$ cat src/rtl/icache_pkg.sv
// Shared instruction-cache widths and miss-sequencer state encoding.
// Used by the miss handler, the memory controller and the cache arrays.
package icache_pkg;

  localparam int ADDR_W   = 16;
  localparam int WORD_W   = 20;
  localparam int NWORDS   = 16;
  localparam int OFFSET_W = 4;
  localparam int INDEX_W  = 4;
  localparam int TAG_W    = ADDR_W - OFFSET_W - INDEX_W;
  localparam int BLOCK_W  = WORD_W * NWORDS;
  localparam int CNT_W    = OFFSET_W + 1;

  localparam logic [1:0] S_IDLE       = 2'd0;
  localparam logic [1:0] S_WAIT_WORD  = 2'd1;
  localparam logic [1:0] S_WAIT_BLOCK = 2'd2;
  localparam logic [1:0] S_FILL       = 2'd3;

endpackage

$ cat src/rtl/instr_miss_handler_if.sv
// Fetch, memory-controller and fill-side signals of the miss handler.
// slave = the handler itself, master = whatever drives it.
interface instr_miss_handler_if
  import icache_pkg::*;
#(
  parameter int ADDR_WIDTH  = ADDR_W,
  parameter int WORD_WIDTH  = WORD_W,
  parameter int INDEX_WIDTH = INDEX_W,
  parameter int BLOCK_WIDTH = BLOCK_W,
  parameter int TAG_WIDTH   = TAG_W,
  parameter int NCNT_WIDTH  = CNT_W
);

  logic                   i_halt;
  logic [ADDR_WIDTH-1:0]  i_fetch_addr;
  logic                   i_fetch_addr_valid;
  logic                   i_tag_hit;
  logic [ADDR_WIDTH-1:0]  o_block_addr;
  logic                   o_block_addr_valid;
  logic [BLOCK_WIDTH-1:0] i_mem_block_data;
  logic [NCNT_WIDTH-1:0]  i_mem_num_words_rcvd;
  logic                   i_mem_data_received;
  logic [WORD_WIDTH-1:0]  o_word;
  logic                   o_word_valid;
  logic                   o_stall;
  logic [TAG_WIDTH-1:0]   o_fill_tag;
  logic [INDEX_WIDTH-1:0] o_fill_index;
  logic [BLOCK_WIDTH-1:0] o_fill_data;
  logic                   o_fill_valid;

  modport slave (
    input  i_halt,
    input  i_fetch_addr,
    input  i_fetch_addr_valid,
    input  i_tag_hit,
    output o_block_addr,
    output o_block_addr_valid,
    input  i_mem_block_data,
    input  i_mem_num_words_rcvd,
    input  i_mem_data_received,
    output o_word,
    output o_word_valid,
    output o_stall,
    output o_fill_tag,
    output o_fill_index,
    output o_fill_data,
    output o_fill_valid
  );

  modport master (
    output i_halt,
    output i_fetch_addr,
    output i_fetch_addr_valid,
    output i_tag_hit,
    input  o_block_addr,
    input  o_block_addr_valid,
    output i_mem_block_data,
    output i_mem_num_words_rcvd,
    output i_mem_data_received,
    input  o_word,
    input  o_word_valid,
    input  o_stall,
    input  o_fill_tag,
    input  o_fill_index,
    input  o_fill_data,
    input  o_fill_valid
  );

endinterface

$ cat src/rtl/block_word_mux.sv
// Selects one instruction word out of an assembled cache block.
module block_word_mux #(
  parameter int WORD_WIDTH = 20,
  parameter int NUM_WORDS  = 16,
  parameter int OFF_W      = 4
) (
  input  logic [WORD_WIDTH*NUM_WORDS-1:0] block_i,
  input  logic [OFF_W-1:0]                off_i,
  output logic [WORD_WIDTH-1:0]           word_o
);

  always_comb begin
    word_o = '0;
    for (int k = 0; k < NUM_WORDS; k++) begin
      if (off_i == OFF_W'(k)) begin
        word_o = block_i[k*WORD_WIDTH +: WORD_WIDTH];
      end
    end
  end

endmodule

$ cat src/rtl/instr_miss_handler.sv
// I-cache miss sequencer: block request, early-restart word
// forwarding and a single-cycle fill write once the block is in.
module instr_miss_handler
  import icache_pkg::*;
#(
  parameter int ADDR_WIDTH        = ADDR_W,
  parameter int WORD_WIDTH        = WORD_W,
  parameter int NUM_WORDS_P_BLOCK = NWORDS,
  parameter int INDEX_WIDTH       = INDEX_W,
  parameter int BLOCK_WIDTH       = BLOCK_W
) (
  input logic                clk,
  input logic                arst_n,
  instr_miss_handler_if.slave bus
);

  localparam int OFF_W = $clog2(NUM_WORDS_P_BLOCK);
  localparam int TAGW  = ADDR_WIDTH - OFF_W - INDEX_WIDTH;

  logic [1:0]             state_q, state_d;
  logic [ADDR_WIDTH-1:0]  miss_addr_q, miss_addr_d;
  logic [WORD_WIDTH-1:0]  word_q, word_d;
  logic                   word_valid_q, word_valid_d;
  logic [BLOCK_WIDTH-1:0] fill_data_q, fill_data_d;

  logic [OFF_W-1:0]      off;
  logic [OFF_W:0]        off_ext;
  logic [WORD_WIDTH-1:0] sel_word;
  logic                  word_rdy;
  logic                  miss;
  logic                  blk_done;
  logic                  req_out;

  assign off      = miss_addr_q[OFF_W-1:0];
  assign off_ext  = {1'b0, off};
  assign word_rdy = bus.i_mem_num_words_rcvd > off_ext;
  assign miss     = bus.i_fetch_addr_valid & ~bus.i_tag_hit;
  assign blk_done = bus.i_mem_data_received;

  block_word_mux #(
    .WORD_WIDTH (WORD_WIDTH),
    .NUM_WORDS  (NUM_WORDS_P_BLOCK),
    .OFF_W      (OFF_W)
  ) u_mux (
    .block_i (bus.i_mem_block_data),
    .off_i   (off),
    .word_o  (sel_word)
  );

  always_comb begin
    state_d      = state_q;
    miss_addr_d  = miss_addr_q;
    word_d       = word_q;
    word_valid_d = 1'b0;
    fill_data_d  = fill_data_q;
    unique case (state_q)
      S_IDLE: begin
        if (miss) begin
          miss_addr_d = bus.i_fetch_addr;
          state_d     = S_WAIT_WORD;
        end
      end
      S_WAIT_WORD: begin
        // block completion implies the missed word is present too
        if (word_rdy | blk_done) begin
          word_d       = sel_word;
          word_valid_d = 1'b1;
          state_d      = blk_done ? S_FILL : S_WAIT_BLOCK;
        end
        if (blk_done) begin
          fill_data_d = bus.i_mem_block_data;
        end
      end
      S_WAIT_BLOCK: begin
        if (blk_done) begin
          fill_data_d = bus.i_mem_block_data;
          state_d     = S_FILL;
        end
      end
      S_FILL: begin
        state_d = S_IDLE;
      end
      default: begin
        state_d = S_IDLE;
      end
    endcase
  end

  always_ff @(posedge clk) begin
    if (!arst_n) begin
      state_q      <= S_IDLE;
      miss_addr_q  <= '0;
      word_q       <= '0;
      word_valid_q <= 1'b0;
      fill_data_q  <= '0;
    end else if (!bus.i_halt) begin
      state_q      <= state_d;
      miss_addr_q  <= miss_addr_d;
      word_q       <= word_d;
      word_valid_q <= word_valid_d;
      fill_data_q  <= fill_data_d;
    end
  end

  assign req_out = (state_q == S_WAIT_WORD) |
                   (state_q == S_WAIT_BLOCK);

  assign bus.o_block_addr_valid = req_out;
  assign bus.o_block_addr =
    req_out ? {miss_addr_q[ADDR_WIDTH-1:OFF_W], {OFF_W{1'b0}}}
            : '0;
  assign bus.o_stall = state_q != S_IDLE;

  // halted pulses stay latched and fire once halt drops
  assign bus.o_word_valid = word_valid_q & ~bus.i_halt;
  assign bus.o_word       = word_q;
  assign bus.o_fill_valid = (state_q == S_FILL) & ~bus.i_halt;
  assign bus.o_fill_data  = fill_data_q;
  assign bus.o_fill_tag   = miss_addr_q[ADDR_WIDTH-1 -: TAGW];
  assign bus.o_fill_index = miss_addr_q[OFF_W +: INDEX_WIDTH];

endmodule

$ cat src/flat_wrapper.sv
// flat-port wrapper written by rule: the top's interface ports become plain ports
module instr_miss_handler_flat import icache_pkg::*;
#(
  parameter int ADDR_WIDTH        = ADDR_W,
  parameter int WORD_WIDTH        = WORD_W,
  parameter int NUM_WORDS_P_BLOCK = NWORDS,
  parameter int INDEX_WIDTH       = INDEX_W,
  parameter int BLOCK_WIDTH       = BLOCK_W
)
  (clk, arst_n, bus_i_halt, bus_i_fetch_addr, bus_i_fetch_addr_valid, bus_i_tag_hit, bus_o_block_addr, bus_o_block_addr_valid, bus_i_mem_block_data, bus_i_mem_num_words_rcvd, bus_i_mem_data_received, bus_o_word, bus_o_word_valid, bus_o_stall, bus_o_fill_tag, bus_o_fill_index, bus_o_fill_data, bus_o_fill_valid);
  instr_miss_handler_if #(.ADDR_WIDTH(ADDR_WIDTH), .WORD_WIDTH(WORD_WIDTH), .INDEX_WIDTH(INDEX_WIDTH), .BLOCK_WIDTH(BLOCK_WIDTH)) bus_i ();
  input logic clk;
  input logic arst_n;
  input wire logic [$bits(bus_i.i_halt)-1:0] bus_i_halt;
  input wire logic [$bits(bus_i.i_fetch_addr)-1:0] bus_i_fetch_addr;
  input wire logic [$bits(bus_i.i_fetch_addr_valid)-1:0] bus_i_fetch_addr_valid;
  input wire logic [$bits(bus_i.i_tag_hit)-1:0] bus_i_tag_hit;
  output wire logic [$bits(bus_i.o_block_addr)-1:0] bus_o_block_addr;
  output wire logic [$bits(bus_i.o_block_addr_valid)-1:0] bus_o_block_addr_valid;
  input wire logic [$bits(bus_i.i_mem_block_data)-1:0] bus_i_mem_block_data;
  input wire logic [$bits(bus_i.i_mem_num_words_rcvd)-1:0] bus_i_mem_num_words_rcvd;
  input wire logic [$bits(bus_i.i_mem_data_received)-1:0] bus_i_mem_data_received;
  output wire logic [$bits(bus_i.o_word)-1:0] bus_o_word;
  output wire logic [$bits(bus_i.o_word_valid)-1:0] bus_o_word_valid;
  output wire logic [$bits(bus_i.o_stall)-1:0] bus_o_stall;
  output wire logic [$bits(bus_i.o_fill_tag)-1:0] bus_o_fill_tag;
  output wire logic [$bits(bus_i.o_fill_index)-1:0] bus_o_fill_index;
  output wire logic [$bits(bus_i.o_fill_data)-1:0] bus_o_fill_data;
  output wire logic [$bits(bus_i.o_fill_valid)-1:0] bus_o_fill_valid;
  assign bus_i.i_halt = bus_i_halt;
  assign bus_i.i_fetch_addr = bus_i_fetch_addr;
  assign bus_i.i_fetch_addr_valid = bus_i_fetch_addr_valid;
  assign bus_i.i_tag_hit = bus_i_tag_hit;
  assign bus_o_block_addr = bus_i.o_block_addr;
  assign bus_o_block_addr_valid = bus_i.o_block_addr_valid;
  assign bus_i.i_mem_block_data = bus_i_mem_block_data;
  assign bus_i.i_mem_num_words_rcvd = bus_i_mem_num_words_rcvd;
  assign bus_i.i_mem_data_received = bus_i_mem_data_received;
  assign bus_o_word = bus_i.o_word;
  assign bus_o_word_valid = bus_i.o_word_valid;
  assign bus_o_stall = bus_i.o_stall;
  assign bus_o_fill_tag = bus_i.o_fill_tag;
  assign bus_o_fill_index = bus_i.o_fill_index;
  assign bus_o_fill_data = bus_i.o_fill_data;
  assign bus_o_fill_valid = bus_i.o_fill_valid;
  instr_miss_handler #(.ADDR_WIDTH(ADDR_WIDTH), .WORD_WIDTH(WORD_WIDTH), .NUM_WORDS_P_BLOCK(NUM_WORDS_P_BLOCK), .INDEX_WIDTH(INDEX_WIDTH), .BLOCK_WIDTH(BLOCK_WIDTH)) u_core (.clk(clk), .arst_n(arst_n), .bus(bus_i));
endmodule
$ cat config.mk
export PLATFORM = sky130hd
export DESIGN_NAME = instr_miss_handler_flat
export DESIGN_NICKNAME = d
export VERILOG_FILES = /design/src/rtl/icache_pkg.sv /design/src/rtl/instr_miss_handler_if.sv /design/src/rtl/block_word_mux.sv /design/src/rtl/instr_miss_handler.sv /design/src/flat_wrapper.sv
export SDC_FILE = /design/constraint.sdc
export NUM_CORES = 1
export LEC_CHECK = 0
export ABC_AREA = 1
export CAP_MARGIN = 0
export CORE_AREA = 8 8 271 273
export CTS_BUF_LIST = sky130_fd_sc_hd__clkbuf_4
export DETAILED_ROUTE_END_ITERATION = 10
export DIE_AREA = 0 0 279 281
export HOLD_SLACK_MARGIN = 0.02
export PLACE_DENSITY = 0.57
export SLEW_MARGIN = 20
export SYNTH_ARGS = -nofsm -noshare
export SYNTH_HDL_FRONTEND = slang
export SYNTH_SLANG_ARGS = --single-unit
$ cat constraint.sdc
create_clock -name clk -period 6.05 [get_ports clk]
set_input_delay 0.605 -clock clk [delete_from_list [all_inputs] [get_ports clk]]
set_output_delay 0.605 -clock clk [all_outputs]
set_load 0.02 [all_outputs]
# After elaboration in Yosys (flattened, before gate mapping)
# Index checks and enable logic that the tools add are counted.
[word_totals]
ff_bits = 359
latchBits = 0
mem_bits_rw = 0
rom_bits = 0
inputBits = 347
out_inout_bits = 372
n_memories = 0
[op_classes]
addsub = 0
mul = 0
div = 0
order_cmp = 1
eq_ne = 21
shift = 0
muxes = 24
bitwise = 7
n_reduce_logical = 8
[ops]
columns = ["op", "n"]
rows = [
  ["two-way mux 20 bit", 16],
  ["equality test 4 bit (second input constant)", 8],
  ["equality test 4 x 3 -> 1 bit (second input constant)", 4],
  ["two-way mux 16 bit", 1],
  ["AND reduction 3 bit", 3],
  ["equality test 4 x 2 -> 1 bit (second input constant)", 2],
  ["one-hot mux 2 bit (4 select lines)", 1],
  ["two-way mux 2 bit", 3],
  ["greater-than comparator 5 x 4 -> 1 bit", 1],
  ["equality test 2 bit (second input constant)", 2],
  ["equality test 4 x 1 -> 1 bit (second input constant)", 1],
  ["logical NOT 4 bit", 1],
  ["!= test 2 x 1 -> 1 bit (second input constant)", 2],
  ["AND reduction 4 bit", 1],
  ["bitwise AND 1 bit", 3],
  ["two-way mux 1 bit", 3],
  ["equality test 2 x 1 -> 1 bit (second input constant)", 1],
  ["logical NOT 2 bit", 1],
  ["!= test 2 bit (second input constant)", 1],
  ["inverter 1 bit", 2],
  ["OR 1 bit", 2],
  ["nonzero test 2 bit", 1],
  ["OR reduction 2 bit", 1],
]

# Depth between registers and ports, before layout
[depth]
ltp_word = 17
depth_mapped = 14
ltp_nobuf = 14

# Hierarchy
# A second synthesis with hierarchy kept.
[hier_totals]
cells_unflattened = 2285
hier_area_um2 = 15511.1
[modules_own_cells]
columns = ["module", "instances", "cells_per_inst", "area_per_inst_um2"]
rows = [
  ["instr_miss_handler", 1, 1647, 12748.5],
  ["block_word_mux", 1, 638, 2762.6],
]

# Worst setup path after synthesis
# OpenSTA, ideal clock, no wires.
[synth_path]
path_kind = "register to output"
startpoint = "register u_core.state_q[0]"
endpoint = "output bus_o_block_addr[10]"
t_arrival_ps = 1414
t_required_ps = 5445
path_slack_ps = 4031
stages_incl_launch_ff = 6
n_path_buf = 1
cell_sequence = "dfxtp_1 inv_1 ha_1 clkbuf_1 nand2_1 inv_1"
[synth_between]
elab_chain_len = 3
elab_cells_between_ends = 4
[synth_lines]
columns = ["element", "line_no", "source"]
rows = [
  ["start: declaration", "instr_miss_handler.sv:20", "logic [1:0] state_q, state_d;"],
  ["start signal: assignment", "instr_miss_handler.sv:97", "state_q <= state_d;"],
  ["equality test 2 x 1 -> 1 bit / equality test 2 bit (equally long branches)", "instr_miss_handler.sv:105, instr_miss_handler.sv:106", ""],
  ["OR 1 bit (*)", "instr_miss_handler.sv:105", "assign req_out = (state_q == S_WAIT_WORD) |"],
  ["named net bus_o_block_addr_valid", "flat_wrapper.sv:19", "output wire logic [$bits(bus_i.o_block_addr_valid)-1:0] bus_o_block_addr_valid;"],
  ["two-way mux 16 bit (*)", "instr_miss_handler.sv:110", "req_out ? {miss_addr_q[ADDR_WIDTH-1:OFF_W], {OFF_W{1'b0}}}"],
  ["end: declaration", "flat_wrapper.sv:18", "output wire logic [$bits(bus_i.o_block_addr)-1:0] bus_o_block_addr;"],
]
# Mark *: on every way through the listed nets, which the timed path passes. The rest lies on a longest branch.

# Worst setup path after layout
[layout_path]
startpoint = "register u_core.state_q[0]"
endpoint = "register u_core.fill_data_q[143], in the netlist u_core.bus.o_fill_data[143]"
[layout_between]
elab_chain_len = 3
elab_cells_between_ends = 4
[layout_lines]
columns = ["element", "line_no", "source"]
rows = [
  ["equality test 2 bit / equality test 2 x 1 -> 1 bit (equally long branches)", "instr_miss_handler.sv:56", "unique case (state_q)"],
  ["OR reduction 2 bit (no line) (*)", "-", ""],
  ["AND reduction 3 bit (no line) (*)", "-", ""],
  ["end signal: assignment", "instr_miss_handler.sv:101", "fill_data_q <= fill_data_d;"],
  ["end: declaration", "instr_miss_handler.sv:24", "logic [BLOCK_WIDTH-1:0] fill_data_q, fill_data_d;"],
]
# Mark *: on every way between the ends. The rest lies on a longest branch, timed or not.
# A chain may end at the register's enable or synchronous reset.

==> impl_metrics.csv <==
group,metric,value,unit
place,place_ws,2440,ps
route,viasPerCell,4.44,
power,peakVddDrop,0.000119,V
yosys,synthAdderAreaFrac,0.744,%
power,sw_frac_of_total,33.7,%
route,via_count,17394,
route,drt-pass1-iter-count,6,
clock_network,cts_inserted_buffers,104,
timing,whs,314,ps
yosys,synth_top_family_by_area,"simple AND/OR/NAND/NOR gates",
timing,worst_clock_skew,74.8,ps
global_route,grt_pass1_vias,17255,
final_layout,seqCellArea,7190,um^2
critical_path,critical_path_buf_inv_count,3,
route,drtIter0Drc,1123,
clock_network,cts-root-buf,"clkbuf_4",
clock_network,clk_pin_slew,60,ps
power,power.internal,4.50,mW
yosys,syn_inst,2193,
critical_path,slowest_delay,790,ps
critical_path,crit_chain,"inv_1, ha_1, nand3_4, inv_8, buf_4, o21ai_0, a21oi_1",
yosys,syn_area,15100,um^2
critical_path,crit_slowest_cell,"inv_8",
critical_path,required,6770,ps
final_layout,layout_commonest_cell,"clkdlybuf4s50_1",
place,place_congestion,0.844,
critical_path,r2r_setup_slack,2440,ps
yosys,yosysUniqueCellTypes,26,
timing,setup_ws,2440,ps
critical_path,critPathCaptureType,"register",
route,post_drt_wl_per_cell,22.1,um
yosys,synth_xor_area_share,0,%
power,p_switching,2.29,mW
critical_path,start_kind,"register",
timing,fin_crit,3610,ps
power,p_per_area,278,nW/um^2
timing,tns,0,ps
power,clkPwrFrac,35.0,%
power,p_leak,9.30,nW
critical_path,reg2reg_to,"u_core.bus.o_fill_data[143]$_SDFFE_PN0P_",
final_layout,nets,3232,
route,drt-total-wl,86400,um
power,p_comb_share,25.8,%
route,final_antenna_net_count,0,
clock_network,cts_buffer_depth,3,
power,pwr-share-seq,39.2,%
timing,fmax,277,MHz
critical_path,crit_fanout,115,
place,place_hpwl,67600,um
final_layout,fillers,7530,
critical_path,arrival,4330,ps
hold_path,whs_endpoint,"u_core.bus.o_fill_data[141]$_SDFFE_PN0P_",
critical_path,crit_family,"buffers and inverters",
place,port_buffers,714,
floorplanning,io_pins,719,
critical_path,crit_cells,7,
run_status,status,"finished, final reports clean",
route,drc,0,
clock_network,htreeDepth,3,
yosys,synth.avg_cell_area,6.91,um^2
clock_network,cts.sinks,359,
yosys,yosys_warnings,0,
flow_run,drv_cap,0,
timing,min_period_over_period,59.7,%
global_route,grt_max_degree,198,
final_layout,area_growth,61.2,%
floorplanning,fp.coreArea,69300,um^2
final_layout,layout_common_cells,"clkdlybuf4s50_1 (713), nor2_1 (670), dfxtp_1 (359), o21ai_0 (348), nand2_1 (256)",
yosys,seq_area_frac_synth,47.5,%
timing,setup_viol,0,
clock_network,cts_tree,"done",
floorplanning,start_util,21.9,%
critical_path,rr_startpoint,"u_core.state_q[0]$_SDFFE_PN0P_",
floorplanning,die_area,78400,um^2
clock_network,post_cts_buffers,0,
timing,rsz0062_at_grt,"no",
hold_path,hold_depth,3,
timing,hold_violations,0,
hold_path,hold_class,"input pin to register",
yosys,synth-seq-cells,359,
floorplanning,die_w,279,um
clock_network,clk_latency,870,ps
yosys,synth-simple-area-share,28.7,%
hold_path,hp-start,"bus_i_mem_block_data[141]",
timing,tightest_slew,1030,ps
critical_path,path_class,"register to register",
timing,drv_slew,0,
critical_path,r2r_cells,7,
final_layout,multiInputGateArea,6890,um^2
timing,max_slew_margin,31.4,%
global_route,antenna_found_initial,13,
yosys,synth.area.mux_share,0,%
floorplanning,row_count,97,
final_layout,final_layout_size_suffix_gt1_share,7.56,%
global_route,grtUsageTotal,20.8,%
global_route,grt_pass1_wl,121000,um
floorplanning,die_h,281,um
yosys,synth_compound_area_share,15.8,%
global_route,grt_overflow_total,0,
[how the worst max path moves through the flow]
stage          slack (ps)                               start                                        to
5_1_grt              2160      u_core.state_q[0]$_SDFFE_PN0P_  u_core.bus.o_fill_data[143]$_SDFFE_PN0P_
2_1_floorplan        4030      u_core.state_q[0]$_SDFFE_PN0P_                      bus_o_block_addr[10]
3_5_place_dp         2440  u_core.miss_addr_q[0]$_SDFFE_PN0P_        u_core.bus.o_word[10]$_SDFFE_PN0P_
3_3_place_gp         2450  u_core.miss_addr_q[0]$_SDFFE_PN0P_        u_core.bus.o_word[10]$_SDFFE_PN0P_
6_report             2440      u_core.state_q[0]$_SDFFE_PN0P_  u_core.bus.o_fill_data[143]$_SDFFE_PN0P_
4_1_cts              2430  u_core.miss_addr_q[0]$_SDFFE_PN0P_        u_core.bus.o_word[10]$_SDFFE_PN0P_
[worst reg2reg max path, cell delays in order (launching register included)]
cell and delay, ps:
dfxtp_1 380, inv_1 120, ha_1 660, nand3_4 620, inv_8 810, buf_4 570
o21ai_0 160, a21oi_1 160
[Yosys cell counts]
| master | number | share of area (%) |
|---|---|---|
| a211oi_1 | 1 | 0.050 |
| a21oi_1 | 125 | 4.1 |
| buf_1 | 5 | 0.12 |
| buf_2 | 13 | 0.43 |
| buf_4 | 18 | 0.89 |
| buf_6 | 2 | 0.15 |
| clkbuf_1 | 122 | 3.0 |
| clkinv_1 | 1 | 0.025 |
| clkinv_2 | 1 | 0.033 |
| conb_1 | 1 | 0.025 |
| dfxtp_1 | 359 | 47 |
| ha_1 | 9 | 0.74 |
| inv_1 | 97 | 2.4 |
| inv_2 | 11 | 0.27 |
| nand2_1 | 256 | 6.3 |
| nand2_2 | 5 | 0.21 |
| nand3_1 | 73 | 2.4 |
| nand4_1 | 57 | 2.4 |
| nor2_1 | 675 | 17 |
| nor2_2 | 5 | 0.21 |
| nor2_4 | 4 | 0.30 |
| nor3_1 | 2 | 0.066 |
| o21ai_0 | 348 | 12 |
| o21ai_1 | 1 | 0.033 |
| o31ai_1 | 1 | 0.050 |
| or2_2 | 1 | 0.041 |
[flip-flops by register name (all words and copies together), names as in the netlist]
register / cells
u_core.bus.o_fill_data: 320
u_core.bus.o_word: 20
u_core.word_valid_q: 1
u_core.miss_addr_q: 16
u_core.state_q: 2
[cells by family after synthesis]
kind of cell               after synthesis
AOI/OAI and AO/OA                      476
and+or+nand+nor                       1078
DFF                                    359
adders and majority gates                9
other                                    1
buffers and inverters                  270
[power by group through the flow]
stage               clock, mW  combinational, mW  sequential [mW]
floorplan                   0              0.544             2.92
global placement            0               1.78             2.71
detailed placement          0               1.78             2.71
CTS                      2.46               1.78             2.66
global route             2.58               1.88             2.68
finish                   2.37               1.75             2.66
[final cells by class]
class                           count  share of cell area [%]
Multi-Input combinational cell   1567                    28.2
Inverter                          110                    1.73
Sequential cell                   359                    29.4
Clock buffer                      162                    4.98
Timing Repair Buffer              734                    30.1
Clock inverter                     30                   0.569
Antenna cell                       14                   0.143
Tap cell                          940                    4.82
[per-layer routing]
metal | track usage (%) | routed length, um | vias to the layer above
met4 | 6.52 | 2090 | 2
li1 | - | - | 8523
met1 | 23.4 | 33800 | 8038
met5 | 0 | 13 | -
met3 | 6.05 | 6380 | 131
met2 | 37.6 | 44100 | 700
[metrics by stage]
stage / power (mW) / utilization, % / instances / cell area, um^2
4_1_cts: 6.91 / 35.2 / 3902 / 24400
2_1_floorplan: 3.47 / - / 2196 / 15200
3_3_place_gp: 4.48 / 33.2 / 3709 / 23000
5_1_grt: 7.14 / 35.2 / 3916 / 24400
6_report: 6.79 / 35.2 / 3916 / 24400
3_5_place_dp: 4.49 / 33.2 / 3709 / 23000
[repair_timing]
| action | CTS | global route |
|---|---|---|
| gates resized for setup | 0 | 0 |
| hold endpoints to repair | 1 | 0 |
| hold buffers | 1 | 0 |
Note: power is estimated with default switching activity, not from simulation.
